**src/rtl/fb_pc_ctrl.sv**
```systemverilog
// PC next-address / hazard controller with a one-bit RUN/JALR_WAIT FSM.
// Optional performance counters are compiled in with FB_PC_CTRL_PERF_EN.
module fb_pc_ctrl (
    input  logic        clk,
    input  logic        reset,
    input  logic [31:0] cur_pc,
    input  logic        stall_req,
    input  logic        br_taken,
    input  logic [31:0] br_target,
    input  logic        jal_req,
    input  logic [31:0] jal_target,
    input  logic        jalr_req,
    input  logic        jalr_tgt_valid,
    input  logic [31:0] jalr_target,
    output logic [31:0] new_address,
    output logic        pc_write,
    output logic        pc_clear,
    output logic        flush_ifid,
    output logic        bubble,
    output logic        state
`ifdef FB_PC_CTRL_PERF_EN
    ,
    output logic [31:0] redirect_cnt,
    output logic [31:0] stall_cnt
`endif
);

    typedef enum logic {
        ST_RUN       = 1'b0,
        ST_JALR_WAIT = 1'b1
    } state_t;

    state_t state_q;
    state_t state_d;
    logic   redirect;

    // NOTE: sequential state uses non-blocking assignments so every register samples pre-edge values.
    always_ff @(posedge clk or posedge reset) begin
        if (reset) state_q <= ST_RUN;
        else       state_q <= state_d;
    end

    // NOTE: every output gets a default first, so no path can infer a latch.
    always_comb begin
        state_d     = state_q;
        new_address = cur_pc;
        pc_write    = 1'b0;
        pc_clear    = 1'b0;
        flush_ifid  = 1'b0;
        bubble      = 1'b0;
        redirect    = 1'b0;

        if (reset) begin
            state_d     = ST_RUN;
            new_address = '0;
            pc_write    = 1'b1;
            flush_ifid  = 1'b1;
            bubble      = 1'b1;
        end else if (br_taken) begin
            // A taken branch wins in both states and abandons any pending JALR.
            state_d     = ST_RUN;
            new_address = br_target;
            flush_ifid  = 1'b1;
            bubble      = 1'b1;
            redirect    = 1'b1;
        end else if (state_q == ST_JALR_WAIT) begin
            if (jalr_tgt_valid) begin
                state_d     = ST_RUN;
                new_address = jalr_target;
                flush_ifid  = 1'b1;
                redirect    = 1'b1;
            end else begin
                pc_write = 1'b1;
                bubble   = 1'b1;
            end
        end else if (jalr_req) begin
            state_d  = ST_JALR_WAIT;
            pc_write = 1'b1;
            pc_clear = 1'b1;
        end else if (jal_req) begin
            new_address = jal_target;
            flush_ifid  = 1'b1;
            redirect    = 1'b1;
        end else if (stall_req) begin
            pc_write = 1'b1;
            bubble   = 1'b1;
        end else begin
            new_address = cur_pc + 32'd1;
        end
    end

    assign state = state_q;

`ifdef FB_PC_CTRL_PERF_EN
    always_ff @(posedge clk or posedge reset) begin
        if (reset) begin
            redirect_cnt <= '0;
            stall_cnt    <= '0;
        end else begin
            if (!pc_write && redirect) redirect_cnt <= redirect_cnt + 32'd1;
            if (pc_write)              stall_cnt    <= stall_cnt + 32'd1;
        end
    end
`else
    logic unused_redirect;
    assign unused_redirect = redirect;
`endif

endmodule

```
**config.mk**
```make
export PLATFORM = sky130hd
export DESIGN_NAME = fb_pc_ctrl
export DESIGN_NICKNAME = d
export VERILOG_FILES = /design/src/rtl/fb_pc_ctrl.sv
export SDC_FILE = /design/constraint.sdc
export NUM_CORES = 1
export LEC_CHECK = 0
export ABC_AREA = 1
export CORE_UTILIZATION = 37
export DETAILED_ROUTE_END_ITERATION = 6
export DONT_BUFFER_PORTS = 1
export PLACE_DENSITY_LB_ADDON = 0.1
export SKIP_CTS_REPAIR_TIMING = 1
export SLEW_MARGIN = 20
export SYNTH_ARGS = -nofsm -noshare
export SYNTH_HDL_FRONTEND = slang
export SYNTH_SLANG_ARGS = --single-unit
```
**constraint.sdc**
```tcl
create_clock -name clk -period 1.6 [get_ports clk]
set_input_delay 0.32 -clock clk [delete_from_list [all_inputs] [get_ports clk]]
set_output_delay 0.32 -clock clk [all_outputs]
set_load 0.005 [all_outputs]
```
## Word-level counts from Yosys, hierarchy flattened

Index checks and enable logic that the tools add are counted.

- Flip-flop bits (word level): 1
- Input port bits: 135
- Logic and storage cells: 33

- Add/sub/neg operators: 1
- Mux-type cells: 31

Operators with widths:

| kind | count |
|---|---|
| 32-bit two-way mux | 7 |
| 32-bit by 1-bit adder with 32-bit output, second input constant | 1 |
| 1-bit two-way mux | 24 |

## Logic depth before layout (Yosys ltp)

Gate-level depths: netlist of run 1.

- Depth after elaboration: 7
- Gate-level depth with buffers: 12
- Gate-level depth less buffers: 12

## Least setup slack after synthesis of run 1

OpenSTA, ideal clock, no wires.

- Kind: input-to-output
- Start: in cur_pc[0]
- End: out new_address[14]
- Arrival: 1.426 ns
- Required time: 1.280 ns
- Setup slack: -0.146 ns
- Stages: 10
- Buffers on the path: 0
- Path through: ha_1 -> nand2_1 -> nor2_8 -> nand3_4 -> nor2_4 -> xor2_1 -> nand2_1 -> nand2_1 -> nand2_1 -> a21oi_1

- Longest elaborated chain between the ends: 7

RTL lines:

| element | line | RTL |
|---|---|---|
| start, declared | 6 | `input logic [31:0] cur_pc,` |
| 32-bit by 1-bit adder with 32-bit output | 88 | `new_address = cur_pc + 32'd1;` |
| 32-bit two-way mux | 84 | `end else if (stall_req) begin` |
| 32-bit two-way mux | 80 | `end else if (jal_req) begin` |
| 32-bit two-way mux | 76 | `end else if (jalr_req) begin` |
| 32-bit two-way mux | 66 | `end else if (state_q == ST_JALR_WAIT) begin` |
| 32-bit two-way mux | 59 | `end else if (br_taken) begin` |
| 32-bit two-way mux | 53 | `if (reset) begin` |
| end, declared | 15 | `output logic [31:0] new_address,` |

Every way passes these cells.

## Worst setup path in the final report of run 1

- Start: in stall_req
- End: out new_address[25]

- Longest elaborated chain between the ends: 6

RTL lines:

| element | line | RTL |
|---|---|---|
| start, declared | 7 | `input logic stall_req,` |
| 32-bit two-way mux | 84 |  |
| 32-bit two-way mux | 80 |  |
| 32-bit two-way mux | 76 |  |
| 32-bit two-way mux | 66 |  |
| 32-bit two-way mux | 59 |  |
| 32-bit two-way mux | 53 |  |

Every way passes these cells.

==> results of run 1 <==
## through the flow
stage / hold slack [ns] / cells / cell area, µm² / setup TNS, ns
floorplan: 0.2841 / 486 / 2536 / -0.2910
global placement: 0.2718 / 571 / 2809 / -3.180
detailed placement: 0.2848 / 571 / 2809 / -3.444
CTS: 0.2905 / 571 / 2809 / -3.565
global route: 0.2982 / 581 / 3108 / -5.244
finish: 0.2940 / 581 / 3108 / -2.639
## Yosys cell counts (3+ instances only)
library cell / instances
nor3_1: 5
o22ai_1: 27
inv_1: 59
o21bai_1: 3
nor2_4: 6
inv_2: 3
nor2_2: 4
xnor2_1: 10
nand3_1: 24
o21ai_0: 33
xor2_1: 5
buf_2: 4
a31o_1: 3
o221ai_1: 3
nand3b_1: 5
nand4_1: 8
nand2_1: 181
nor2_1: 25
nand2_2: 3
a21oi_1: 26
nand3_4: 3
clkbuf_1: 18
a21oi_2: 6
## area by class of cell
class	count	area [µm²]	share of cell area [%]
Multi-Input combinational cell	397	2328	74.92
Sequential cell	1	26.28	0.8454
Timing Repair Buffer	44	397.9	12.80
Tap cell	77	96.34	3.100
Inverter	62	259.0	8.333
## report_power, final
part	internal, mW	total (mW)	switching [mW]	leakage, nW
Sequential	0.0272	0.0297	0.00248	0.0119
Combinational	0.274	0.637	0.363	1.51
Clock	0	0	0	0
## cell families (layout without fill, tap and decap cells)
family | Yosys count | after routing
adders and majority gates | 1 | 1
AOI/OAI and AO/OA | 107 | 107
and+or+nand+nor | 271 | 271
xor gates and xnor gates | 18 | 18
DFF | 1 | 1
buffers and inverters | 88 | 106
## routing by layer
| layer | part of all wire (%) | track usage, % |
|---|---|---|
| met4 | 0 | 0.6163 |
| met3 | 5.1 | 2.176 |
| met2 | 51 | 44.26 |
| met5 | 0 | 0 |
| met1 | 44 | 29.83 |
## worst max-delay path: stages
cell and delay [ns]:
clkinv_16 0.04, nand2_8 0.04, nor2_4 0.14, buf_6 0.13
nand2_4 0.07, nor2_8 0.19, nand4_1 0.12, nand2_1 0.07
nand2_1 0.05, nand2_1 0.05, nand2_1 0.06, a21oi_2 0.15
## path summary, 6_finish.rpt
check,startpoint,endpoint,slack [ns],cells past startpoint
min reg2reg,state,state,0.96,5
min in group clk,br_taken,state,0.39,1
max in group asynchronous,reset,state,1.09,2
min,reset,state,0.29,2
max,stall_req,new_address[25],-0.15,12
max reg2reg,state,state,0.43,5
==> results.md, run 1 <==
* Endpoints failing setup at 26
* Main combinational cell family by area after synthesis: simple AND/OR/NAND/NOR gates
* Core Area at 6386 µm²
* Vias per Instance at 5.368
* Synth Cell Area at 2457 µm²
* Slew of the pin with the lowest slew margin at 0.3096 ns
* WL final at 8811 µm
* Post-synthesis simple-gate area fraction at 50.92%
* Worst Path Required at roughly 1.3 ns
* Post-synthesis cell count at 486
* Max Slew Vio Count at 0
* Slew margin rel. at 79.03%
* Routed Antenna Nets at 0
* Compound-Gate Fraction of Synth Area at 25.92%
* # rows at 29
* Post-synthesis mux area share at 0%
* Commonest non-fill, non-tap cell in the layout: nand2_1
* WL per Instance at roughly 15 µm
* Clock-pin slew on the worst setup and hold paths at 0 ns
* Clock latency at the later pin of the worst-skew pair at 0 ns
* Overall Power at 666.9 µW
* I/O pin count at 172
* Hpwl dp at 6819 µm
* Pre-antenna DRT Iters at 4
* Fin util at 48.67%
* Final Hold Viols at 0
* Synth Area in XOR/XNOR at 7.332%
* Fmax at 572.7 MHz
* FILL cells at roughly 720
* Die width at 83.50 µm
* Total track usage at 23.27%
* Die height at 83.50 µm
* Yosys warns at 0
* Critical Path AT at 1.43 ns
* PortBufs at 0
* Setup CP Type: in -> out
* Most frequent cells in the layout: 176 x nand2_1, 58 x inv_1, 33 x o21ai_0, 33 x buf_4
* Post-synthesis sequential area ratio at under 10%
* Minimum clock period after layout at 1.746 ns
* Worst slack, placed at -0.1951 ns
* Synth async-reset ratio at 100.0%
* Max reg flops at 1
* Fin crit share at 109.1%
* DRC violations left at 0
* Final critical-path setup slack at -0.1462 ns
* Status: finished, violations left
* Full die area at 6971 µm²
* Leak pwr at approximately 1.5 nW
* Antenna Cells at 0
* Syn Nets at around 620
* GP Congestion at 0.8396
* Top cell type's share of synthesized area at 27.65%
* Synth cell types at 41
* Max capacitance violation total at 0
* Largest cells by area after synthesis: nand2_1 28%, inv_1 9.0%, o22ai_1 6.9%
* Clk_skew at 0 ns
* First-pass GRT wire length at between 10000 and 15000 µm
* Synthesized flop and latch total at 1
* Synthesis-to-finish area growth at 26.48%
* Antenna violations before repair at 0
* Post-synth EDFFs at 0
* Vias in the first global route at 2857
* Area leader, netlist: nand2_1
* Grt total ovfl at 0
* Largest net degree at the start of global routing at 45
* Peak supply drop at 0.1143 mV
* Post-synth top flop: dfrtp_1
* Crit. End Element: output pin
* Starting Density at 38.48%
* PwrDens at around 210 nW/µm²
* Fraction of layout cells with a size suffix above 1 at between 20 and 25%
* Startpoint Class: primary input
* Nets at 642
* RSZ-0062 raised after global routing: true
* Adder-cell share of the synthesized area at 0.5092%
* Crit path max fanout at 7
* Iteration-0 DRC Markers at 145
* DR vias at roughly 3100
* Mapped Avg Cell Area at 5.056 µm²
* Failing checks: negative setup slack
* HP Class: in -> async
No activity file was read; power rests on OpenSTA's default activity.
==> run 2: changes to the inputs <==
--- a/config.mk
+++ b/config.mk
@@ -6,6 +6,7 @@
 export NUM_CORES = 1
 export LEC_CHECK = 0
 export ABC_AREA = 1
+export CAP_MARGIN = 40
 export CORE_UTILIZATION = 37
 export DETAILED_ROUTE_END_ITERATION = 6
 export DONT_BUFFER_PORTS = 1
==> results of run 2 <==
The final DEF is identical to that of run 1; final timing and power are the same.
==> run 3: changes to the inputs <==
==> constraint.sdc (replaced) <==
create_clock -name clk -period 1.55 [get_ports clk]
set_input_delay 0.31 -clock clk [delete_from_list [all_inputs] [get_ports clk]]
set_output_delay 0.31 -clock clk [all_outputs]
set_load 0.005 [all_outputs]
==> run 3 against run 2 <==
The flow still finishes with violations (negative setup slack). Routed wire length down 1.7%. Sequential share of layout area barely moved. Combinational power up 2%. Total power is 1.9% higher. Die area did not move. Cell area fell by 2.2%. Cell count down 1.0%. Largest cell class unchanged.
==> results.md, run 3 (synthesized netlist as in run 1, its figures left out) <==
* Status: finished, violations left
* Failing checks: negative setup slack
* Final critical-path setup slack at -0.2076 ns (-0.06143 ns)
* I/O pin count at 172 (unchanged)
* Final instance area at 3039 µm² (-2.2%)
* Hold_ws at 0.1178 ns (-0.1761 ns)
* WL final at 8665 µm (-1.7%)
* Largest net degree at the start of global routing at 45 (unchanged)
* Endpoints failing setup at 29 (+12%)
* R2r startpoint: state
* Slew of the pin with the lowest slew margin at 0.3584 ns (+0.04878 ns)
* PwrDens at 223.5 nW/µm² (+4.2%)
* Worst Path Required at 1.24 ns (-0.04 ns)
* Final Hold Viols at 0 (unchanged)
* First-pass GRT wire length at 13610 µm (-0.66%)
* Metal-1 WL at 3615 µm (-6.5%)
* Sw frac at 55.01% (+0.15 points)
* Switch Pwr at 373.7 µW (+2.1%)
* # rows at 29 (unchanged)
* Crit path max fanout at 7 (unchanged)
* Synthesis-to-finish area growth at 23.68%
* R2r setup slk at 0.39 ns (-0.04 ns)
* WL per Instance at 15.07 µm (-0.63%)
* RR Endpoint: state
* Most frequent cells in the layout: 175 x nand2_1, 58 x inv_1, 33 x o21ai_0, 33 x buf_4, 29 x a21oi_2
* Crit. End Element: output pin
* Vias per Instance at 5.407 (+0.72%)
* Starting Density at 38.48% (unchanged)
* Die width at 83.50 µm (unchanged)
* Fin crit share at 113.4%
* Area after DPL at 2823 µm² (+0.49%)
* Uppermost layer routed: met4
* Max Slew Vio Count at 0 (unchanged)
* Startpoint Class: primary input
* Vias in the first global route at 2843 (-0.49%)
* Slew margin rel. at 75.73% (-3.3 points)
* Hpwl dp at 6778 µm (-0.60%)
* Path depth of the worst reg2reg path at 4 (-1)
* Met2 WL at 4550 µm (+1.2%)
* RSZ-0062 raised after global routing: true
* Total track usage at 23.29% (about the same)
* DRC violations left at 0 (unchanged)
* Max reg flops at 1 (unchanged)
* Core Area at 6386 µm² (unchanged)
* HP Class: in -> async
* Commonest non-fill, non-tap cell in the layout: nand2_1
* Setup CP Type: in -> out
* Clock latency at the later pin of the worst-skew pair at 0 ns (unchanged)
* Fraction of layout cells with a size suffix above 1 at 24.10% (-0.71 points)
* Grt total ovfl at 0 (unchanged)
* Full die area at 6971 µm² (unchanged)
* Peak supply drop at 0.1276 mV (+12%)
* Antenna Cells at 0 (unchanged)
* Clk_skew at 0 ns (unchanged)
* Cell internal pwr at 305.6 µW (+1.5%)
* Met3 wire length at 462 µm (+3.6%)
* Critical Path AT at 1.45 ns (+0.02 ns)
* Leak pwr at 1.478 nW (-2.7%)
* PortBufs at 0 (unchanged)
* Flop pwr share at 4.4% (about the same)
* Nets at 636 (-0.93%)
* Fmax at about 570 MHz
* Antenna violations before repair at 0 (unchanged)
* Routed Antenna Nets at 0 (unchanged)
* Clock share of power at 0% (unchanged)
* Comb power frac at 95.6% (about the same)
* GP Congestion at 0.8430 (+0.40%)
* Clock-pin slew on the worst setup and hold paths at 0 ns (unchanged)
* Iteration-0 DRC Markers at 86 (-41%)
* Pre-antenna DRT Iters at 4 (unchanged)
* Die height at 83.50 µm (unchanged)
* DR vias at 3109 (-0.32%)
* Max capacitance violation total at 0 (unchanged)
* Minimum clock period after layout at 1.758 ns
* Worst slack, placed at -0.2367 ns (-0.04159 ns)
## run 3: metrics by stage
stage | util [%] | std cells | TNS (ns) | total power, mW
5_1_grt | 47.59 | 575 | -5.875 | 0.7559
6_report | 47.59 | 575 | -3.114 | 0.6793
2_1_floorplan | - | 486 | -0.7541 | 0.5091
3_5_place_dp | 44.20 | 570 | -4.238 | 0.6349
3_3_place_gp | 44.20 | 570 | -3.861 | 0.6294
4_1_cts | 44.20 | 570 | -4.373 | 0.6372
## run 3: worst max path at each step
stage          startpoint               to  cells after the start
6_report        stall_req  new_address[15]                     10
2_1_floorplan   cur_pc[0]  new_address[14]                     10
4_1_cts         cur_pc[0]  new_address[22]                     11
3_5_place_dp    cur_pc[0]  new_address[22]                     11
3_3_place_gp    cur_pc[0]  new_address[14]                     10
5_1_grt         cur_pc[0]  new_address[28]                     11
## run 3: worst max-delay path, stage by stage
cell and delay (ns):
clkinv_16 0.04, nand2_8 0.04, nor2_4 0.17, nand3_4 0.14
nor2_4 0.21, buf_4 0.14, xnor2_1 0.05, o21bai_1 0.13
nand2_1 0.08, a21oi_2 0.14
## run 3: layout make-up
class	instances	area, µm²
Fill cell	713	3347
Inverter	62	259.0
Multi-Input combinational cell	397	2328
Sequential cell	1	25.02
Tap cell	77	96.34
Timing Repair Buffer	38	330.3
## run 3: power by group through the flow
stage / clock (mW) / sequential (mW) / combinational [mW]
finish: 0 / 0.0300 / 0.649
global route: 0 / 0.0300 / 0.726
CTS: 0 / 0.0300 / 0.607
detailed placement: 0 / 0.0300 / 0.605
global placement: 0 / 0.0299 / 0.599
floorplan: 0 / 0.0298 / 0.479
## run 3: routing by layer
layer | track usage (%) | vias up
met5 | 0 | -
met2 | 46.42 | 114
li1 | - | 1607
met3 | 2.374 | 2
met1 | 27.83 | 1386
met4 | 1.079 | 0
